**src/rtl/alu_issue_arbiter.sv**
```systemverilog
// alu_issue_arbiter: dual-issue arbiter steering an instruction pair onto a branch-capable ALU A
// and an arithmetic-only ALU B, splitting dependent or double-branch pairs over two cycles.
module alu_issue_arbiter #(
    parameter int          RW         = 5,
    parameter logic [15:0] SPLIT_INIT = 16'h0000
) (
    input  logic          clk,
    input  logic          reset,
    input  logic          req0_valid,
    input  logic          req1_valid,
    input  logic [3:0]    req0_op,
    input  logic [3:0]    req1_op,
    input  logic          req0_br,
    input  logic          req1_br,
    input  logic [RW-1:0] req0_rd,
    input  logic [RW-1:0] req0_rs1,
    input  logic [RW-1:0] req0_rs2,
    input  logic [RW-1:0] req1_rd,
    input  logic [RW-1:0] req1_rs1,
    input  logic [RW-1:0] req1_rs2,
    output logic          req_ready,
    input  logic          stall,
    input  logic          flush,
    output logic          alu_a_valid,
    output logic [3:0]    alu_a_op,
    output logic          alu_a_slot,
    output logic          alu_b_valid,
    output logic [3:0]    alu_b_op,
    output logic          alu_b_slot,
    output logic [15:0]   split_count
);
    typedef enum logic {IDLE, HOLD} state_t;

    state_t     state;
    logic [3:0] held_op;
    logic       both;
    logic       rd0_live;
    logic       conflict;

    assign req_ready = (state == IDLE) & ~stall;
    assign both      = req0_valid & req1_valid;
    assign rd0_live  = req0_rd != '0;
    // RAW hazard, double branch, or WAW against a branch in the younger slot all force a split
    assign conflict  = both & ((req0_br & req1_br) |
                               (rd0_live & (req0_rd == req1_rs1 | req0_rd == req1_rs2)) |
                               (req1_br & rd0_live & req0_rd == req1_rd));

    always_ff @(posedge clk or posedge reset) begin
        if (reset) begin
            state       <= IDLE;
            held_op     <= '0;
            alu_a_valid <= 1'b0;
            alu_a_op    <= '0;
            alu_a_slot  <= 1'b0;
            alu_b_valid <= 1'b0;
            alu_b_op    <= '0;
            alu_b_slot  <= 1'b0;
            split_count <= SPLIT_INIT;
        end else if (flush) begin
            state       <= IDLE;
            held_op     <= '0;
            alu_a_valid <= 1'b0;
            alu_a_op    <= '0;
            alu_a_slot  <= 1'b0;
            alu_b_valid <= 1'b0;
            alu_b_op    <= '0;
            alu_b_slot  <= 1'b0;
        end else if (!stall) begin
            alu_a_valid <= 1'b0;
            alu_a_op    <= '0;
            alu_a_slot  <= 1'b0;
            alu_b_valid <= 1'b0;
            alu_b_op    <= '0;
            alu_b_slot  <= 1'b0;
            if (state == HOLD) begin
                alu_a_valid <= 1'b1;
                alu_a_op    <= held_op;
                alu_a_slot  <= 1'b1;
                held_op     <= '0;
                state       <= IDLE;
            end else if (conflict) begin
                alu_a_valid <= 1'b1;
                alu_a_op    <= req0_op;
                held_op     <= req1_op;
                state       <= HOLD;
                split_count <= (split_count == 16'hFFFF) ? split_count : split_count + 16'd1;
            end else if (both && req1_br && !req0_br) begin
                alu_a_valid <= 1'b1;
                alu_a_op    <= req1_op;
                alu_a_slot  <= 1'b1;
                alu_b_valid <= 1'b1;
                alu_b_op    <= req0_op;
            end else if (both) begin
                alu_a_valid <= 1'b1;
                alu_a_op    <= req0_op;
                alu_b_valid <= 1'b1;
                alu_b_op    <= req1_op;
                alu_b_slot  <= 1'b1;
            end else if (req0_valid) begin
                alu_a_valid <= 1'b1;
                alu_a_op    <= req0_op;
            end else if (req1_valid) begin
                alu_a_valid <= 1'b1;
                alu_a_op    <= req1_op;
                alu_a_slot  <= 1'b1;
            end
        end
    end
endmodule

```
**config.mk**
```make
export PLATFORM = sky130hd
export DESIGN_NAME = alu_issue_arbiter
export DESIGN_NICKNAME = d
export VERILOG_FILES = /design/src/rtl/alu_issue_arbiter.sv
export SDC_FILE = /design/constraint.sdc
export NUM_CORES = 1
export LEC_CHECK = 0
export BUFFER_PORTS_ARGS = -buffer_cell sky130_fd_sc_hd__buf_2
export CAP_MARGIN = 25
export CORE_UTILIZATION = 49
export DETAILED_ROUTE_END_ITERATION = 10
export GPL_ROUTABILITY_DRIVEN = 0
export GPL_TIMING_DRIVEN = 0
export PLACE_DENSITY_LB_ADDON = 0.05
export SLEW_MARGIN = 20
export SYNTH_ARGS = -nofsm -noshare
export SYNTH_HDL_FRONTEND = slang
export SYNTH_SLANG_ARGS = --single-unit
```
**constraint.sdc**
```tcl
create_clock -name clk -period 2.35 [get_ports clk]
set_input_delay 0.705 -clock clk [delete_from_list [all_inputs] [get_ports clk]]
set_output_delay 0.705 -clock clk [all_outputs]
set_load 0.02 [all_outputs]
```
==> impl_summary.md <==
Critical path
The class of the most critical setup path is input pin to register. On the worst path, the slowest cell contributes a delay of 0.33 ns. The sum of buffers and inverters on the critical path is 3. The worst register-to-register path has a depth of 7. The largest driver fanout on the critical path is 10.

The critical path ends at split_count[7]. The cell that appears most often on the critical path is nor3_1. The slowest library cell on the worst path is a222oi_1. The kind of cell adding the most delay to the critical path is simple AND/OR/NAND/NOR gates. In this run the critical register-to-register path is launched from split_count[2].

The instance count on the critical path is 9. STA classifies the critical path endpoint as a register. The critical path goes through buf_2, nor3_1, nand2_1, and2_1, a222oi_1, buf_4, buf_6, nor3_1, xor2_1. The launch point of the critical path is req0_rd[0]. The end of the worst register-to-register path is split_count[13].

Setup slack on the worst reg-to-reg path comes out at 0.27 ns. STA classifies the critical path startpoint as an input pin. The data required time at the worst endpoint is 2.51 ns. The arrival time of data at the critical path endpoint is 2.29 ns.

Timing
The part of the cycle the worst path needs is 90.6%. After layout, the worst setup slack is 0.221 ns. Setup violations remaining at the end of the flow were counted as 0. The final count of hold timing violations is 0.

Clock skew on the completed layout was measured at 0.00254 ns. The worst hold margin is 0.478 ns. The actual slew at the worst max-slew pin is 0.683 ns. Counting I/O delays and the setup requirement, the final critical path takes 2.13 ns. The summed negative setup slack over all endpoints is 0 ns. Headroom to the max-slew limit came out at 54.4%.

For this run, the top clock speed supported by timing is 470 MHz. The final count of pins violating max slew is 0. Setup repair after global routing left no endpoint under its margin.

Floorplanning
In this run the standard cell core region covers 0.00372 sq mm. Measured along the x axis, the die boundary spans 64.9 um. The number of placement rows is 22. The initial cell density of the core is 52.1%.

75 I/O pins were placed. The floorplan die area is 0.00421 sq mm. The die outline height is 64.9 um.

Synth
The most used flip-flop cell after synthesis is dfrtp_1. The synthesized net count is 249. The total standard cell area after synthesis is 0.00194 sq mm. Counting flops with a built-in enable in the synthesized netlist gives 0.

The number of different library cells in the post-synthesis netlist is 44. The count of mapped cells out of synthesis is 202. The async set or reset register ratio after synthesis is 100%. The number of synthesized register bits is 33. Of the synthesized area, sequential elements account for 42.7%. The total number of yosys warnings is 0. The average instance area after synthesis is 9.58 sq um.

Place
OpenSTA, run right after detailed placement, puts the worst setup slack at -0.0912 ns. The placed standard-cell area is 0.00231 sq mm. The number of buffers added on ports is 63. After legalization and detailed placement, the total HPWL measured 3360 um. Once placement completed, the tool counted placed cells totaling 313.

Clock network
The cell sitting at the root of the clock tree is a clkbuf_8. Counting the buffers created by CTS gives 5. The clock passes through at most 2 buffers.

Post-CTS repair changed the size of 0 cells. At the later pin of the worst-skew pair, clock insertion delay measures 0.29 ns. TritonCTS built the clock tree.

The quantity of hold-fixing buffers added after cts is 0. In this run the number of H-tree levels came out at 2. The clock sink count is 33. After clock tree synthesis, the setup repair step added 0 buffers. After clock tree synthesis, the clock-pin slew on the worst setup and hold paths is 0.07 ns.

Hold path
The tightest min-delay check is of the register to register type.

Routing
The routed layout has 1750 vias. The wire length per cell after detailed routing is 14.2 um. The detailed-routing iteration count for the pre-antenna-repair pass is 4.

After detailed routing, the total wire length is 4570 um. For this run, design rule violations remaining after detail routing come to 0. Using the TritonRoute via totals, the vias-per-cell ratio works out to 5.45. The first routing iteration left 99 violations. The number of nets with antenna violations after routing is 0.

Global routing
The initial antenna violation count is 0. The total routing usage reported by global routing is 24.4%. Entering global routing, the biggest net connects 34 pins. The total overflow left after global routing is 0.

The first global-routing pass estimated 7890 um of wire. The number of global-route vias before repair is 1731.

Pwr
Dividing total power by cell area gives a power density of 549 mW/mm^2. The analysis attributes to cell leakage a power of 1.23 nW. VDD sags by at most 0.246 mV. The post-layout total power is 1.31 mW.

Cells and area
At the end of the flow the core is filled with cells to 64.4%. The share of cells above drive strength 1 is 28.9%. The library cells used most frequently in the layout, excluding fill and tap cells, are 64 x buf_2, 33 x dfrtp_1, 22 x nor2_1. Summing all non-filler instances in the final layout gives an area of 0.00239 sq mm. The leading cell type in the layout, fill and taps excluded is buf_2.

The area growth from synthesis to final layout is 23.7%. The count of inserted antenna diode cells is 0. In the final design database the tool counted 319 nets.

The finished layout holds 321 standard cells, fillers aside.

Job
The max capacitance violation total is 0.

Status
The run finished with clean final reports.
## worst register-to-register path, cell delays in order, from the launching register on
cell     delay, ns
dfrtp_1       0.45
and4_1        0.32
nand4_4       0.17
nor4_4        0.40
buf_2         0.28
or3_1         0.13
nor4_1        0.05
xor2_1        0.15
## layer usage
| metal | global-route usage [%] | wire (um) |
|---|---|---|
| met5 | 0 | 0 |
| met4 | 10.0 | 69 |
| met3 | 4.05 | 261 |
| met2 | 38.7 | 2070 |
| met1 | 32.8 | 2170 |
## sequential cells by signal, indices dropped and copies added (netlist names)
signal       cells
alu_a_op         4
alu_a_slot       1
alu_a_valid      1
alu_b_op         4
alu_b_slot       1
alu_b_valid      1
held_op          4
split_count     16
state            1
## synthesized netlist by cell type (2+ instances only)
| library cell | count | area, sq um |
|---|---|---|
| nor3_1 | 13 | 65.1 |
| nor2_1 | 22 | 82.6 |
| nor4b_1 | 2 | 17.5 |
| o21ai_0 | 3 | 15.0 |
| a22oi_1 | 2 | 15.0 |
| nand3b_1 | 3 | 22.5 |
| nor4_1 | 4 | 25.0 |
| nand3_1 | 8 | 40.0 |
| a221o_1 | 4 | 40.0 |
| a32o_1 | 5 | 50.1 |
| nand4_1 | 3 | 18.8 |
| nand2b_1 | 2 | 12.5 |
| or3_1 | 2 | 12.5 |
| xnor2_1 | 16 | 140 |
| a21oi_1 | 5 | 25.0 |
| mux2i_1 | 4 | 40.0 |
| clkbuf_1 | 5 | 18.8 |
| a21boi_0 | 4 | 30.0 |
| dfrtp_1 | 33 | 826 |
| xor2_1 | 14 | 123 |
| inv_1 | 7 | 26.3 |
| nand2_1 | 19 | 71.3 |
## worst min-delay path by stage
stage | end | slack [ns] | start | depth (start not counted)
finish | alu_b_op[1] | 0.48 | alu_b_op[1] | 2
global route | split_count[12] | 0.51 | split_count[12] | 1
CTS | alu_b_op[1] | 0.48 | alu_b_op[1] | 2
detailed placement | alu_b_op[1] | 0.47 | alu_b_op[1] | 2
global placement | alu_b_op[2] | 0.46 | alu_b_op[2] | 2
floorplan | held_op[3] | 0.51 | held_op[3] | 1
## layout make-up
class | instances | area (sq um)
Clock inverter | 2 | 10.0
Timing Repair Buffer | 63 | 315
Multi-Input combinational cell | 154 | 1040
Tap cell | 48 | 60.1
Buffer | 8 | 42.5
Fill cell | 312 | 1320
Sequential cell | 33 | 826
Clock buffer | 6 | 72.6
Inverter | 7 | 26.3
## logic make-up after synthesis
logic type | synth area share, %
simple gates | 24.2
buf+inv | 3.56
xor+xnor | 13.6
compound gates | 12.7
mux | 2.65
flops | 42.7
fa+ha+maj | 0.646
## power by group
part | total (mW) | switching, mW | internal (mW)
combinational | 0.263 | 0.155 | 0.108
clock | 0.419 | 0.214 | 0.205
sequential | 0.631 | 0.0342 | 0.597
No activity file was read; power rests on OpenSTA's default activity.
